$ cat config.mk
export PLATFORM = sky130hd
export DESIGN_NAME = fifo_bank
export DESIGN_NICKNAME = d
export VERILOG_FILES = /design/src/rtl/fifo_channel.sv /design/src/rtl/fifo_bank.sv
export SDC_FILE = /design/constraint.sdc
export NUM_CORES = 1
export LEC_CHECK = 0
export CORE_UTILIZATION = 50
export DETAILED_ROUTE_END_ITERATION = 6
export PLACE_DENSITY = 0.75
export RECOVER_POWER = 25
export SLEW_MARGIN = 10
export SYNTH_ARGS = -nofsm -noshare
export SYNTH_HDL_FRONTEND = slang
export SYNTH_HIERARCHICAL = 1
export SYNTH_SLANG_ARGS = --single-unit
$ cat constraint.sdc
create_clock -name clk -period 6.09 [get_ports clk]
set_input_delay 1.218 -clock clk [delete_from_list [all_inputs] [get_ports clk]]
set_output_delay 1.218 -clock clk [all_outputs]
set_load 0.02 [all_outputs]
$ cat src/rtl/fifo_channel.sv
`default_nettype none
// ============================================================================
// Module      : fifo_channel
// Description : Single first-word-fall-through FIFO with sticky overflow flag.
// Revision    : 1.0 - initial release
// ============================================================================
module fifo_channel #(
    parameter int o = 8,
    parameter int d = 16
) (
    input  logic         clk,
    input  logic         rst,
    input  logic [o-1:0] data,
    input  logic         cke,
    output logic         full,
    output logic         overflow,
    input  logic         ovf_clr,
    output logic [o-1:0] out,
    output logic         rdy,
    input  logic         pop
);

    localparam int c_AW = (d > 1) ? $clog2(d) : 1;
    localparam int c_CW = c_AW + 1;
    localparam logic [c_CW-1:0] c_DEPTH = c_CW'(d);

    logic [o-1:0]    r_mem [d];
    logic [c_AW-1:0] r_wr_ptr;
    logic [c_AW-1:0] r_rd_ptr;
    logic [c_CW-1:0] r_count;
    logic            r_overflow;

    logic w_push;
    logic w_pop;
    logic w_ovf;

    assign rdy  = (r_count != '0);
    assign full = (r_count == c_DEPTH);

    // A pop on a full FIFO frees the slot the push needs in the same cycle.
    assign w_push = cke && (!full || pop);
    assign w_pop  = pop && rdy;
    assign w_ovf  = cke && full && !pop;

    assign out      = r_mem[r_rd_ptr];
    assign overflow = r_overflow;

    // Storage is deliberately not reset so it can map onto block RAM.
    always_ff @(posedge clk) begin
        if (w_push) begin
            r_mem[r_wr_ptr] <= data;
        end
    end

    always_ff @(posedge clk or posedge rst) begin
        if (rst) begin
            r_wr_ptr   <= '0;
            r_rd_ptr   <= '0;
            r_count    <= '0;
            r_overflow <= 1'b0;
        end else begin
            if (w_push) begin
                r_wr_ptr <= r_wr_ptr + 1'b1;
            end
            if (w_pop) begin
                r_rd_ptr <= r_rd_ptr + 1'b1;
            end
            if (w_push && !w_pop) begin
                r_count <= r_count + 1'b1;
            end else if (w_pop && !w_push) begin
                r_count <= r_count - 1'b1;
            end
            // A fresh overflow takes priority over a clear on the same edge.
            if (w_ovf) begin
                r_overflow <= 1'b1;
            end else if (ovf_clr) begin
                r_overflow <= 1'b0;
            end
        end
    end

endmodule
`default_nettype wire

$ cat src/rtl/fifo_bank.sv
`default_nettype none
// ============================================================================
// Module      : fifo_bank
// Description : Bank of n independent FWFT FIFOs sharing one write-data bus.
// Revision    : 1.0 - initial release
// ============================================================================
module fifo_bank #(
    parameter int n = 8,
    parameter int o = 8,
    parameter int d = 16
) (
    input  logic           clk,
    input  logic           rst,
    input  logic [o-1:0]   data,
    input  logic [n-1:0]   cke,
    output logic [n-1:0]   full,
    output logic [n-1:0]   overflow,
    input  logic [n-1:0]   ovf_clr,
    output logic [n*o-1:0] out,
    output logic [n-1:0]   rdy,
    input  logic [n-1:0]   pop
);

    generate
        for (genvar gi = 0; gi < n; gi++) begin : g_chan
            fifo_channel #(
                .o (o),
                .d (d)
            ) u_chan (
                .clk      (clk),
                .rst      (rst),
                .data     (data),
                .cke      (cke[gi]),
                .full     (full[gi]),
                .overflow (overflow[gi]),
                .ovf_clr  (ovf_clr[gi]),
                .out      (out[gi*o +: o]),
                .rdy      (rdy[gi]),
                .pop      (pop[gi])
            );
        end
    endgenerate

endmodule
`default_nettype wire

==> run_results.csv <==
group,metric,value,unit
drt,drt_iter0_drc,2324,
clock_network,path_clk_slew,0.06,ns
clock_network,cts_htree_levels,3,
logic_synthesis,synth_top_area_share,0.660,
clock_network,cts_buffers,109,
sta,hold_viol_final,0,
pwr,p_leak,18.0,nW
clock_network,clock_path_buffers,3,
drt,wl_per_cell,23.4,um
worst_setup_path,worstRegToRegCells,11,
finish,final_cell_mix,"edfxtp_1 (1,024), mux2i_1 (215), nand2_1 (162), o21ai_0 (144), mux4_2 (128)",
floorplan,num_io_pins,122,
finish,final_common_cell,"edfxtp_1",
clock_network,cts-resized-gates,0,
placement,numPortBuffers,121,
logic_synthesis,seq_area_frac_synth,0.720,
sta,drv_slew,539,
global_routing,first_global_vias,25200,
global_routing,grt.total_usage,0.207,
logic_synthesis,synth_mux_area_frac,0.122,
logic_synthesis,netlist_top_cells_area,"edfxtp_1 (66%), mux4_2 (6.2%), dfrtp_1 (6.0%)",
floorplan,fp.dieW,307,um
worst_setup_path,end_kind,"output port",
clock_network,cts_sinks,1136,
logic_synthesis,synth-xor-area-share,0.0150,
min_path,hold_path_end,"g_chan[3].u_chan/r_count[4]",
logic_synthesis,ys_warn_count,6,
drt,ant_nets,0,
logic_synthesis,synthSimpleGateAreaFrac,0.0399,
worst_setup_path,path_cells,"nor2b_1, a221oi_1, a22oi_1, nand2_1, clkdlybuf4s50_1",
sta,rsz0062_at_grt,"no",
drt,drt-pass1-iter-count,5,
global_routing,grt.overflow.total,0,
clock_network,insertion_delay,0.66,ns
worst_setup_path,critPathTopFamily,"simple AND/OR/NAND/NOR gates",
worst_setup_path,cp_slowest_cell,"nor2b_1",
finish,n_fill_cell,6834,
worst_setup_path,ff2ff_setup_slack,2.65,ns
logic_synthesis,synth_cells,2689,
sta,period_needed,5.11,ns
sta,worst_pin_slew,4.66,ns
worst_setup_path,cp_max_fo,20,
global_routing,grt_max_degree,98,
placement,dp_hpwl,60200,um
sta,finClkSkew,0.0252,ns
finish,area_delta_synth_final,12.0,%
worst_setup_path,rr_startpoint,"g_chan[6].u_chan/r_count[0]",
floorplan,die-area,94400,um^2
sta,timing.final.crit_share,0.838,
logic_synthesis,synth_top_family_by_area,"multiplexers",
drt,vias,24300,
logic_synthesis,ys_seq_elements,1136,
drt,drc_errors,0,
worst_setup_path,worst_ep_required_time,4.87,ns
flow_run,cap_violations,8,
clock_network,cts_root_buf,"clkbuf_16",
logic_synthesis,syn_area_per_cell,17.3,um^2
sta,setup_viol,0,
worst_setup_path,crit_path_start_kind,"flip-flop",
floorplan,row_count,111,
logic_synthesis,synth_fa_ha_area_frac,0.0230,
floorplan,die_h,307,um
logic_synthesis,synthArstFlopShare,0.0986,
finish,diodes,0,
outcome,violations,"max-capacitance violations, max-slew violations",
sta,slew_headroom,-2.10,
finish,nNetsFinal,2939,
logic_synthesis,ys_types,44,
logic_synthesis,syn_nets,2804,
sta,finalSetupTns,0,ns
min_path,hp-class,"reg -> reg",
drt,drt-vias-per-instance,5.85,
pwr,p_per_area,491,nW/um^2
worst_setup_path,worstSetupPathType,"reg -> out",
outcome,status,"finished with violations",
drt,routed_wl,97400,um
logic_synthesis,synth_edf_count,1024,
logic_synthesis,synth_top_flop_cell,"edfxtp_1",
floorplan,start_util,0.507,
worst_setup_path,max_stage_delay,1.10,ns
logic_synthesis,synth-compound-area-share,0.0527,
logic_synthesis,synth_area,46600,um^2
placement,dp_slack,1.75,ns
worst_setup_path,arrival,3.89,ns
min_path,min_from,"g_chan[3].u_chan/r_count[4]",
global_routing,grt_pass1_wl,150000,um
finish,drive_gt1_frac,0.142,
pwr,vdd_drop_max,0.000335,V
logic_synthesis,synth_area_leader_cell,"edfxtp_1",
clock_network,cts_hold_buf,0,
worst_setup_path,regToRegEndpoint,"g_chan[6].u_chan/r_count[4]",
sta,hold_ws,0.488,ns
clock_network,cts_setup_buffers,0,
sta,fmax,196,MHz
placement,routabilityCongestion,0.859,
min_path,hold_path_depth,1,
worst_setup_path,cp_num_buf_inv,1,
clock_network,cts_tree,"yes",
floorplan,core-area,91900,um^2
global_routing,antenna_found_initial,0,
sta,setup_slack,0.984,ns
==> logic make-up (layout without fill, tap and decap cells) <==
logic type                 Yosys count  after routing
DFF                               1136           1136
muxes                              401            401
AOI/OAI and AO/OA                  383            383
buffers and inverters              220            443
and+or+nand+nor                    388            388
adders and majority gates           81             81
xor gates and xnor gates            80             80
==> cell usage after synthesis, types with 14 or more instances <==
cell type and instances:
mux2_2 58, nand2b_1 22, nor3_1 29, clkbuf_1 32, nand2_1 162, edfxtp_1 1024
buf_2 34, o21ai_0 143, a221oi_1 71, a21oi_1 72, and2_1 30, xor2_1 14
xnor2_1 66, ha_1 73, mux2i_1 215, nor2_1 100, dfrtp_1 112, mux4_2 128
a22oi_1 64, a21o_1 15, inv_1 85, buf_6 49
==> metrics by stage <==
stage | utilization | std cells | power (W) | area (um^2)
finish | 0.568 | 4155 | 0.0256 | 52200
global placement | 0.530 | 3956 | 0.0187 | 48700
CTS | 0.568 | 4155 | 0.0257 | 52200
global route | 0.568 | 4155 | 0.0268 | 52200
floorplan | - | 2689 | 0.0164 | 46600
detailed placement | 0.530 | 3956 | 0.0191 | 48700
==> power breakdown <==
group	switching, W	internal, W	leakage, nW
combinational	0.00434	0.00364	5.70
clock	0.00276	0.00387	1.70
sequential	0.00142	0.00958	10.6
total	0.00851	0.0171	18.0
==> routing by layer <==
layer | track usage | wire length [um] | vias to the layer above
met5 | 0 | 0 | -
li1 | - | - | 10700
met3 | 0.0279 | 5870 | 206
met1 | 0.278 | 39700 | 12500
met4 | 0.0744 | 3120 | 0
met2 | 0.348 | 48800 | 895
==> area by class of cell <==
| cell class | instances | area (um^2) | area share |
|---|---|---|---|
| tap | 1243 | 1560 | 0.0298 |
| inverter | 87 | 328 | 0.00628 |
| timing repair buffer | 157 | 1430 | 0.0274 |
| clock buffer | 143 | 2930 | 0.0561 |
| clock inverter | 56 | 569 | 0.0109 |
| multi-input combinational | 1333 | 11800 | 0.226 |
| sequential | 1136 | 33600 | 0.643 |
==> state kept, by name, summed over array words and instances, names as in the netlist <==
register / count
g_chan.u_chan/r_mem: 1024
g_chan.u_chan/r_count: 40
g_chan.u_chan/r_rd_ptr: 32
g_chan.u_chan/r_wr_ptr: 32
g_chan.u_chan/overflow: 8
==> worst max-delay path by stage <==
stage                                 start                           to  slack, ns  cells past startpoint
2_1_floorplan                        cke[7]  g_chan[7].u_chan/r_count[4]       3.05                      9
4_1_cts        g_chan[5].u_chan/r_rd_ptr[1]                      out[40]       1.01                      5
6_report       g_chan[7].u_chan/r_rd_ptr[1]                      out[57]       0.98                      5
3_5_place_dp   g_chan[5].u_chan/r_rd_ptr[1]                      out[40]       1.75                      5
5_1_grt        g_chan[7].u_chan/r_rd_ptr[1]                      out[57]       0.76                      5
3_3_place_gp   g_chan[5].u_chan/r_rd_ptr[1]                      out[40]       1.83                      5
Power figures use the tool's default switching activity.
